**src/rtl/clk_gate_ctrl.sv**
```systemverilog
// Clock-enable controller for a Clk_Gate cell: registered CLK_EN/READY with a
// wake-up settle period, idle hold-off before gating, and a saturating active counter.
module clk_gate_ctrl #(
  parameter int IDLE_CYCLES = 4,
  parameter int WAKE_CYCLES = 2,
  parameter int ACT_WIDTH   = 16
) (
  input  logic                 CLK,
  input  logic                 RST,
  input  logic                 REQ,
  input  logic                 FORCE_ON,
  input  logic                 CNT_CLR,
  output logic                 CLK_EN,
  output logic                 READY,
  output logic [ACT_WIDTH-1:0] ACT_CNT
);

  typedef enum logic [1:0] {S_OFF, S_WAKE, S_ON, S_HOLD} state_t;

  localparam logic [3:0] WAKE_LD = (WAKE_CYCLES > 0) ? 4'(WAKE_CYCLES - 1) : 4'd0;
  localparam logic [3:0] IDLE_LD = (IDLE_CYCLES > 0) ? 4'(IDLE_CYCLES - 1) : 4'd0;

  state_t     state, state_nxt;
  logic [3:0] cnt, cnt_nxt;
  logic       want;

  assign want = REQ | FORCE_ON;

  always_ff @(posedge CLK or negedge RST) begin
    if (!RST) begin
      state <= S_OFF;
      cnt   <= 4'd0;
    end else begin
      state <= state_nxt;
      cnt   <= cnt_nxt;
    end
  end

  always_comb begin
    state_nxt = state;
    cnt_nxt   = cnt;
    case (state)
      S_OFF: begin
        if (want) begin
          state_nxt = S_WAKE;
          cnt_nxt   = WAKE_LD;
        end
      end
      // WAKE runs to completion regardless of want, so bursts are never shorter
      // than the settle period.
      S_WAKE: begin
        if (cnt == 4'd0) state_nxt = S_ON;
        else             cnt_nxt   = cnt - 4'd1;
      end
      S_ON: begin
        if (!want) begin
          if (IDLE_CYCLES == 0) begin
            state_nxt = S_OFF;
          end else begin
            state_nxt = S_HOLD;
            cnt_nxt   = IDLE_LD;
          end
        end
      end
      S_HOLD: begin
        if (want)                state_nxt = S_ON;
        else if (cnt == 4'd0)    state_nxt = S_OFF;
        else                     cnt_nxt   = cnt - 4'd1;
      end
      default: state_nxt = S_OFF;
    endcase
  end

  // Outputs are flops fed from next state so the gate-cell enable is glitch-free.
  always_ff @(posedge CLK or negedge RST) begin
    if (!RST) begin
      CLK_EN <= 1'b0;
      READY  <= 1'b0;
    end else begin
      CLK_EN <= (state_nxt != S_OFF);
      READY  <= (state_nxt == S_ON) || (state_nxt == S_HOLD);
    end
  end

  always_ff @(posedge CLK or negedge RST) begin
    if (!RST)                       ACT_CNT <= '0;
    else if (CNT_CLR)               ACT_CNT <= '0;
    else if (CLK_EN && !(&ACT_CNT)) ACT_CNT <= ACT_CNT + ACT_WIDTH'(1);
  end

endmodule

```
**config.mk**
```make
export PLATFORM = sky130hd
export DESIGN_NAME = clk_gate_ctrl
export DESIGN_NICKNAME = d
export VERILOG_FILES = /design/src/rtl/clk_gate_ctrl.sv
export SDC_FILE = /design/constraint.sdc
export NUM_CORES = 1
export LEC_CHECK = 0
export CORE_MARGIN = 3
export CORE_UTILIZATION = 28
export DETAILED_ROUTE_END_ITERATION = 10
export PLACE_DENSITY = 0.6
export SLEW_MARGIN = 5
export SYNTH_ARGS = -nofsm -noshare
export SYNTH_HDL_FRONTEND = slang
export SYNTH_SLANG_ARGS = --single-unit
export TNS_END_PERCENT = 50
```
**constraint.sdc**
```tcl
create_clock -name CLK -period 2.1 [get_ports CLK]
set_clock_uncertainty 0.15 [all_clocks]
set_input_delay 0.63 -clock CLK [delete_from_list [all_inputs] [get_ports CLK]]
set_output_delay 0.63 -clock CLK [all_outputs]
set_load 0.01 [all_outputs]
```
==> results of run 1 <==
==> what timing repair did <==
item                                    4_1_cts  5_1_grt
resized for setup                             8        6
setup buffers                                 0        0
endpoints found under the setup margin        8        6
==> sequential cells by signal (all words and copies together), names as in the netlist <==
signal and cells:
ACT_CNT 16, CLK_EN 1, READY 1, cnt 4, state 1
==> per-layer routing <==
metal	track usage [%]	vias up	wire, um
met2	20.9	21	1470
li1	-	578	-
met3	3.60	5	137
met5	0	-	0
met1	14.9	576	1370
met4	3.75	0	38
==> cell usage after synthesis, types with 2 or more instances <==
master | number | share of area (%)
a21oi_1 | 13 | 4.9
a22o_1 | 2 | 1.3
a311oi_1 | 2 | 1.3
buf_4 | 2 | 1.1
dfrtp_1 | 23 | 43
ha_1 | 2 | 1.9
inv_1 | 5 | 1.4
mux2_1 | 2 | 1.7
mux2i_1 | 2 | 1.5
nand2_1 | 3 | 0.85
nand2b_1 | 2 | 0.94
nand3_1 | 8 | 3.0
nand4_1 | 4 | 1.9
nor2_1 | 10 | 2.8
nor2b_1 | 3 | 1.4
nor4_1 | 2 | 0.94
o21ai_0 | 6 | 2.3
o21ai_1 | 3 | 1.1
o31ai_1 | 7 | 4.0
or3_1 | 3 | 1.4
or4_1 | 9 | 5.1
==> cell type report <==
class / count / area share (%)
multi-input combinational: 100 / 40.8
tap: 52 / 3.84
timing repair buffer: 30 / 16.7
inverter: 5 / 1.11
clock buffer: 4 / 2.66
sequential: 23 / 34.9
==> worst max path at each step <==
stage                  endpoint  startpoint  slack, ns
global route         ACT_CNT[4]  ACT_CNT[4]      0.009
detailed placement       cnt[3]    FORCE_ON      -0.11
CTS                      CLK_EN      CLK_EN       0.01
global placement         cnt[3]    FORCE_ON      -0.07
finish               ACT_CNT[4]  ACT_CNT[4]       0.05
floorplan           ACT_CNT[15]  ACT_CNT[0]       0.21
==> per-stage QoR <==
| stage | instance area (um2) | std cells | util (%) |
|---|---|---|---|
| after global placement | 1630 | 210 | 36.5 |
| after detailed placement | 1630 | 210 | 36.5 |
| final | 1700 | 214 | 37.9 |
| after floorplan | 1330 | 133 | - |
| after CTS | 1690 | 214 | 37.7 |
| after global routing | 1700 | 214 | 37.9 |
==> power breakdown <==
part	total (mW)	leakage, nW	internal, mW	switching [mW]
Sequential	0.544	0.280	0.487	0.0576
Clock	0.279	0.0228	0.136	0.144
Combinational	0.192	0.341	0.102	0.0905
Total	1.02	0.644	0.724	0.292
==> kinds of logic (layout without fill, tap and decap cells) <==
| logic type | Yosys count | after routing | share of synthesized area (%) |
|---|---|---|---|
| flip-flops | 23 | 23 | 43.3 |
| AND/OR/NAND/NOR | 56 | 56 | 27.9 |
| multiplexers | 5 | 5 | 4.33 |
| buffers and inverters | 10 | 39 | 4.70 |
| XOR/XNOR | 1 | 1 | 0.659 |
| adder cells (fa/ha/maj) | 2 | 2 | 1.88 |
| AO/OA/AOI/OAI | 36 | 36 | 17.2 |
==> metrics.txt, run 1 <==
status=completed; hold path startpoint=READY; Leak=0.644 nW; P per Cell Area=about 600 nW/um2; # DRC=0; CTS Root Cell=clkbuf_8; clock buffer depth=2; Worst-Skew Late Latency=about 0.27 ns; Filler Cells Inserted=roughly 450; Final Max Tran Viols=0; YS warnings=0; Sequential cell area=around 590 um2; Critical Path, Cell by Cell=clkdlybuf4s50_1; peak supply drop=around 280 uV; Max-slew headroom=66.8%; hold path cells=1; worst-path maximum fanout=7; clock-pin slew on the worst setup and hold paths=0.09 ns; row cnt=24; drt via density=5.51; R2R Setup Slk=0.22 ns; crit path kind=reg2out; Final Hold Vio Count=0; I/O pin cnt=23; Top FF cell, synth=dfrtp_1; Port Buffers=22; fin crit share=a little over nine tenths; overall routed net length=approximately 3000 um; Highest Clock Rate=488 MHz; GP Congestion=0.795; DP HPWL=2220 um; DR vias=1180; Post-Place Worst Slack=-0.109 ns; CTS H-Tree Depth=1; # nets final=170; CP top delay family=buffers and inverters; pin count of the biggest net entering global routing=24; Yosys cell types=41; Min Hold Slack=0.388 ns; area grow syn2layout=27.5%; commonest non-fill, non-tap cell in the layout=clkdlybuf4s50_1; CP Depth=1; gr usage total=approximately 12%; startpoint types=flop; CP bufs+invs=1; Initial DRC Count=43; gr ovfl total=0; Yosys reg bits=23; slowest stage delay, CP=0.56 ns; WP data required=roughly 1.3 ns; die height=74.9 um; CTS tree=done; area of the multi-input gates=around 690 um2; Core ar.=4470 um2; Sink Count=23; syn nets=140; post-route worst setup slack=between 0.04 and 0.05 ns; Avg Cell Area, Syn=10.0 um2; overall power=approximately 1.0 mW; most frequent cells in the layout=clkdlybuf4s50_1, dfrtp_2, a21oi_1; Ant. Diodes=0; initial antenna violation count=0; Hold Path Class=reg2reg; reg2reg path depth=5; number of global-route vias before repair=1191; Final setup viols=0; ys async rst share=100%; Post-CTS Hold Fix Bufs=0; Antenna Nets Post-Route=0; drt pass-1 iters=4; full die area=5610 um2; Worst Path Arrival=about 1.3 ns; CTS buffer count=3; unrepaired setup endpoints after global routing=no; reg2reg start=ACT_CNT[0]; critical path endpoint category=output port; Mapped Cells=133; Tightest Pin Transition=0.492 ns; MaxCap Viol Count=0; Post-synth EDFFs=0; hold endpoint=READY; die width=around 75 um; first-pass GRT wire length=~5400 um; Initial Utilization=29.7%; sequential area share after synthesis=between 40% and 50%; CP max-delay cell=clkdlybuf4s50_1; Avg WL per Cell=14.1 um; share of cells above drive strength 1=20.4%; Post-Syn Area=1330 um2; worst r2r dst=ACT_CNT[14]; setup_tns=0 ns; minimum clock period=2.05 ns
Power figures use the tool's default switching activity.
==> run 2: changes to the inputs <==
--- a/config.mk
+++ b/config.mk
@@ -9,6 +9,7 @@
 export CORE_UTILIZATION = 28
 export DETAILED_ROUTE_END_ITERATION = 10
 export PLACE_DENSITY = 0.6
+export SETUP_SLACK_MARGIN = 0.5
 export SLEW_MARGIN = 5
 export SYNTH_ARGS = -nofsm -noshare
 export SYNTH_HDL_FRONTEND = slang
==> constraint.sdc (replaced) <==
create_clock -name CLK -period 2.5 [get_ports CLK]
set_clock_uncertainty 0.15 [all_clocks]
set_input_delay 0.75 -clock CLK [delete_from_list [all_inputs] [get_ports CLK]]
set_output_delay 0.75 -clock CLK [all_outputs]
set_load 0.01 [all_outputs]
==> run 2 against run 1 <==
Effect of this change:
- utilization rose by 1.9 points
- global-route usage fell by 0.65 points
- worst setup slack improved by 0.33 ns
- worst hold slack improved by 0.033 ns
- final area rose by 4.9%
- non-clock buffer count rose by 10
- critical path type unchanged
- sequential power fell by 17%
==> metrics.txt, run 2 (synthesis gave the netlist of run 1 again) <==
drt pass-1 iters=4 (unchanged); overall routed net length=3050 um (was 3020 um); CP bufs+invs=1 (unchanged); Worst-Skew Late Latency=0.27 ns (about the same); clock-pin slew on the worst setup and hold paths=0.09 ns (about the same); Port Buffers=22 (unchanged); Top Registers=ACT_CNT x16, cnt x4 (unchanged); setup_tns=0 ns (unchanged); commonest non-fill, non-tap cell in the layout=buf_4 (was clkdlybuf4s50_1); die width=74.9 um (unchanged); CTS tree=done (unchanged); startpoint types=flop (unchanged); max reg flops=16 (unchanged); reg2reg start=ACT_CNT[0] (unchanged); Worst Path Arrival=1.22 ns (was 1.27 ns); Final Max Tran Viols=0 (unchanged); DP HPWL=2140 um (was 2220 um); worst-path maximum fanout=5 (was 7); Sink Count=23 (unchanged); GP Congestion=0.779 (was 0.795); row cnt=24 (unchanged); # DRC=0 (unchanged); R2R Setup Slk=0.55 ns (was 0.22 ns); Avg WL per Cell=13.6 um (was 14.1 um); pin count of the biggest net entering global routing=24 (unchanged); worst r2r dst=ACT_CNT[9] (was ACT_CNT[14]); Leak=0.824 nW (was 0.644 nW); Post-CTS Hold Fix Bufs=0 (unchanged); MaxCap Viol Count=0 (unchanged); minimum clock period=between 2 and 2.5 ns; clock buffer depth=2 (unchanged); hold path cells=2 (was 1); full die area=5610 um2 (unchanged); Logic pwr share=20.7% (was 18.9%); Initial Utilization=29.7% (unchanged); share of cells above drive strength 1=24.4% (was 20.4%); Int Pwr=0.613 mW (was 0.724 mW); Critical Path, Cell by Cell=clkdlybuf4s50_1 (unchanged); unrepaired setup endpoints after global routing=yes (was no); CTS Root Cell=clkbuf_8 (unchanged); status=completed (unchanged); Antenna Nets Post-Route=0 (unchanged); Highest Clock Rate=around 470 MHz; CTS H-Tree Depth=1 (unchanged); Seq pwr share=52.1% (was 53.6%); Largest Register=ACT_CNT (unchanged); CP top delay family=buffers and inverters (unchanged); reg2reg path depth=7 (was 5); # nets final=180 (was 170); Tightest Pin Transition=0.480 ns (was 0.492 ns); initial antenna violation count=0 (unchanged); fin crit share=a little over four fifths; die height=74.9 um (unchanged); Core ar.=4470 um2 (unchanged); Final setup viols=0 (unchanged); peak supply drop=367 uV (was 277 uV); Min Hold Slack=0.422 ns (was 0.388 ns); Max-slew headroom=67.7% (was 66.8%); first-pass GRT wire length=5240 um (was 5400 um); WP data required=1.60 ns (was 1.32 ns); Clock power frac=27.1% (was 27.5%); crit path kind=reg2out (unchanged); Hold Path Class=reg2reg (unchanged); CTS buffer count=3 (unchanged); Switch Pwr=0.249 mW (was 0.292 mW); Ant. Diodes=0 (unchanged); Worst Setup SP=ACT_CNT[11] (was ACT_CNT[4]); slowest stage delay, CP=0.54 ns (was 0.56 ns); number of global-route vias before repair=1166 (was 1191); Sw Ratio=28.9% (was 28.7%); drt via density=5.29 (was 5.51); CP max-delay cell=clkdlybuf4s50_1 (unchanged); DR vias=1185 (was 1180); critical path endpoint category=output port (unchanged); area grow syn2layout=33.8% (was 27.5%); gr ovfl total=0 (unchanged); Final Hold Vio Count=0 (unchanged); P per Cell Area=484 nW/um2 (was 599 nW/um2); gr usage total=11.6% (was 12.3%); CP Depth=1 (unchanged); I/O pin cnt=23 (unchanged); most frequent cells in the layout=buf_4, dfrtp_1, a21oi_1 (was clkdlybuf4s50_1, dfrtp_2, a21oi_1); Critical Path End=ACT_CNT[11] (was ACT_CNT[4]); Finished Core Util=39.8% (was 37.9%); Initial DRC Count=48 (was 43)
## run 2: changes by cell type in the layout (fill, tap and decap cells not counted), sizes merged
cell	change
dlygate4sd2	+9
buf	+10
dlymetal6s2s	+6
clkdlybuf4s50	-15
## run 2: timing repair
action                                  4_1_cts  5_1_grt
buffers inserted                             10        2
gates resized for setup                      18       11
endpoints found under the setup margin       21       15
hold endpoints to repair                      0        0
## run 2: how the worst min path moves through the flow
stage / from / to / slack [ns]
6_report: ACT_CNT[14] / ACT_CNT[14] / 0.42
5_1_grt: cnt[3] / cnt[3] / 0.46
4_1_cts: cnt[0] / cnt[0] / 0.43
3_5_place_dp: READY / READY / 0.41
3_3_place_gp: cnt[3] / cnt[3] / 0.41
2_1_floorplan: RST / ACT_CNT[0] / 0.30
## run 2: per-layer routing
metal  wire length [um]  GRT usage [%]  vias to the layer above
li1                   -              -                      590
met4                  0          0.593                        0
met5                  0              0                        -
met2               1500           21.0                       18
met1               1430           14.5                      577
met3                110           3.20                        0
## run 2: layout make-up
type	count	area, um2
Clock buffer	4	45.0
Inverter	5	18.8
Timing Repair Buffer	40	362
Tap cell	52	65.1
Sequential cell	23	588
Fill cell	442	2700
Multi-Input combinational cell	100	701
## run 2: power groups by stage
| stage | Sequential [mW] | Combinational (mW) | Clock (mW) |
|---|---|---|---|
| 2_1_floorplan | 0.456 | 0.0922 | 0 |
| 3_3_place_gp | 0.459 | 0.157 | 0 |
| 3_5_place_dp | 0.461 | 0.164 | 0 |
| 4_1_cts | 0.450 | 0.174 | 0.238 |
| 5_1_grt | 0.456 | 0.208 | 0.252 |
| 6_report | 0.449 | 0.179 | 0.234 |
## run 2: per-stage QoR
step,power [mW],cell area [um2],worst slack (ns),cells
global route,0.916,1780,0.338,224
detailed placement,0.625,1620,0.157,208
floorplan,0.549,1330,0.567,133
finish,0.861,1780,0.378,224
CTS,0.862,1740,0.340,222
global placement,0.617,1620,0.209,208
==> run 3: changes to the inputs <==
--- a/config.mk
+++ b/config.mk
@@ -8,7 +8,7 @@
 export CORE_MARGIN = 3
 export CORE_UTILIZATION = 28
 export DETAILED_ROUTE_END_ITERATION = 10
-export PLACE_DENSITY = 0.6
+export PLACE_DENSITY = 0.61
 export SETUP_SLACK_MARGIN = 0.5
 export SLEW_MARGIN = 5
 export SYNTH_ARGS = -nofsm -noshare
==> constraint.sdc (replaced) <==
create_clock -name CLK -period 1.9 [get_ports CLK]
set_clock_uncertainty 0.15 [all_clocks]
set_input_delay 0.57 -clock CLK [delete_from_list [all_inputs] [get_ports CLK]]
set_output_delay 0.57 -clock CLK [all_outputs]
set_load 0.01 [all_outputs]
==> run 3 against run 2 <==
Effect of this change:
- utilization grew 11 points
- critical path depth increased by 5
- final area up 28%
- first-iteration DRC count up 50%
- worst hold slack improved by 0.032 ns
- sequential power increased by 33%
- count of clock-buffer cells in the layout fell by 1
- sequential cell count stayed put
- global-route usage up 1.9 points
==> metrics.txt, run 3 (synthesis gave the netlist of run 1 again) <==
met1 Usage GRT=14.7% (was 14.5%); gr ovfl total=0 (unchanged); Highest Clock Rate=~540 MHz; max reg flops=16 (unchanged); Max-slew headroom=70.5% (was 67.7%); post-route worst setup slack=0.0320 ns (was 0.378 ns); # DRC=0 (unchanged); most frequent cells in the layout=buf_4, buf_6, dfrtp_1 (was buf_4, dfrtp_1, a21oi_1); commonest non-fill, non-tap cell in the layout=buf_4 (unchanged); Top Registers=ACT_CNT x16, cnt x4 (unchanged); met3 Track Usage GR=3.20% (unchanged); Global Route met2 Usage=26.6% (was 21.0%); CP bufs+invs=2 (was 1); I/O pin cnt=23 (unchanged); minimum clock period=1.87 ns; clock buffer depth=2 (unchanged); Final Hold Vio Count=0 (unchanged); P per Cell Area=555 nW/um2 (was 484 nW/um2); Final Max Tran Viols=0 (unchanged); Antenna Nets Post-Route=0 (unchanged); Ant. Diodes=0 (unchanged); global routing's busiest layer=met2 (unchanged); peak supply drop=335 uV (was 367 uV); critical path endpoint category=flop (was output port); first-pass GRT wire length=6020 um (was 5240 um); Worst-Skew Late Latency=0.27 ns (about the same); Worst Path Arrival=1.92 ns (was 1.22 ns); full die area=5610 um2 (unchanged); CTS tree=done (unchanged); worst-path maximum fanout=6 (was 5); share of cells above drive strength 1=57.6% (was 24.4%); reg2reg path depth=6 (was 7); Layout Cells excl Fill=262 (was 224); Critical Path, Cell by Cell=buf_6 -> nand4_1 -> nor4_4 -> buf_4 -> o31ai_1 -> a21oi_1 (was clkdlybuf4s50_1); pin count of the biggest net entering global routing=24 (unchanged); Final setup viols=0 (unchanged); Filler Cells Inserted=405 (was 442); Initial Utilization=29.7% (unchanged); gr usage total=13.5% (was 11.6%); CTS Root Cell=clkbuf_8 (unchanged); startpoint types=flop (unchanged); CP top delay family=simple AND/OR/NAND/NOR gates (was buffers and inverters); # nets final=218 (was 180); row cnt=24 (unchanged); initial antenna violation count=0 (unchanged); CTS buffer count=3 (unchanged); Largest Register=ACT_CNT (unchanged); Initial DRC Count=72 (was 48); drt via density=5.49 (was 5.29); Core ar.=4470 um2 (unchanged); Sink Count=23 (unchanged); hold path cells=2 (unchanged); Tightest Pin Transition=0.439 ns (was 0.480 ns); Leak=0.996 nW (was 0.824 nW); clock-pin slew on the worst setup and hold paths=0.09 ns (about the same); Hold Path Class=reg2reg (unchanged); number of global-route vias before repair=1374 (was 1166); area grow syn2layout=70.6% (was 33.8%); drt pass-1 iters=4 (unchanged); DP HPWL=2350 um (was 2140 um); Avg WL per Cell=15.3 um (was 13.6 um); WP data required=1.95 ns (was 1.60 ns); die height=74.9 um (unchanged); GP Congestion=0.810 (was 0.779); Post-CTS Hold Fix Bufs=0 (unchanged); Port Buffers=22 (unchanged); Post-Place Worst Slack=-0.252 ns (was 0.157 ns); CTS H-Tree Depth=1 (unchanged); status=completed (unchanged); unrepaired setup endpoints after global routing=yes (unchanged); crit path kind=reg2reg (was reg2out); MaxCap Viol Count=0 (unchanged); die width=74.9 um (unchanged); DP Cell Count=214 (was 208); overall routed net length=4000 um (was 3050 um); CP max-delay cell=nor4_4 (was clkdlybuf4s50_1); DR vias=1438 (was 1185); slowest stage delay, CP=0.46 ns (was 0.54 ns); CP Depth=6 (was 1); fin crit share=98.3%
## run 3: tightest hold or removal path: stages (launching register included)
cell and delay, ns:
dfrtp_1 0.42, inv_2 0.09, a21oi_2 0.06
## run 3: layout make-up
type / instances / area, um2 / share of cell area, %
tap: 52 / 65.1 / 2.87
inverter: 5 / 18.8 / 0.827
clock buffer: 3 / 41.3 / 1.82
sequential: 23 / 586 / 25.8
clock inverter: 1 / 5.00 / 0.221
multi-input combinational: 100 / 892 / 39.3
timing repair buffer: 78 / 662 / 29.2
## run 3: report_power, final
group          leakage, nW  internal (mW)  switching, mW
Clock               0.0255          0.147          0.169
Sequential           0.285          0.536         0.0619
Combinational        0.685          0.187          0.159
Total                0.996          0.869          0.390
## run 3: through the flow
| step | total power [mW] | util, % | instance area (um2) | setup TNS [ns] | hold WS, ns |
|---|---|---|---|---|---|
| final | 1.26 | 50.7 | 2270 | 0 | 0.454 |
| after global routing | 1.34 | 50.7 | 2270 | -0.00937 | 0.477 |
| after CTS | 1.19 | 45.2 | 2020 | 0 | 0.444 |
| after detailed placement | 0.847 | 37.9 | 1690 | -1.11 | 0.408 |
| after global placement | 0.830 | 37.9 | 1690 | -0.869 | 0.406 |
| after floorplan | 0.729 | - | 1360 | 0 | 0.124 |
## run 3: worst paths after layout
check                       startpoint  slack [ns]          end
min in group asynchronous          RST        0.50  ACT_CNT[14]
max in group asynchronous          RST        0.85   ACT_CNT[9]
setup / recovery           ACT_CNT[12]        0.03   ACT_CNT[7]
hold / removal                  cnt[0]        0.45       cnt[0]
setup reg to reg           ACT_CNT[12]        0.03   ACT_CNT[7]
hold reg to reg                 cnt[0]        0.45       cnt[0]
## run 3: repair_timing
action / in CTS / in global routing
gates resized for setup: 98 / 39
cloned: 1 / 1
setup buffers: 28 / 14
setup endpoints to repair: 41 / 41
pin swaps: 10 / 21
## run 3: per-layer routing
layer / wire length [um] / vias up
met4: 40 / 0
met3: 203 / 6
li1: - / 670
met1: 1590 / 722
met5: 0 / -
met2: 2170 / 40
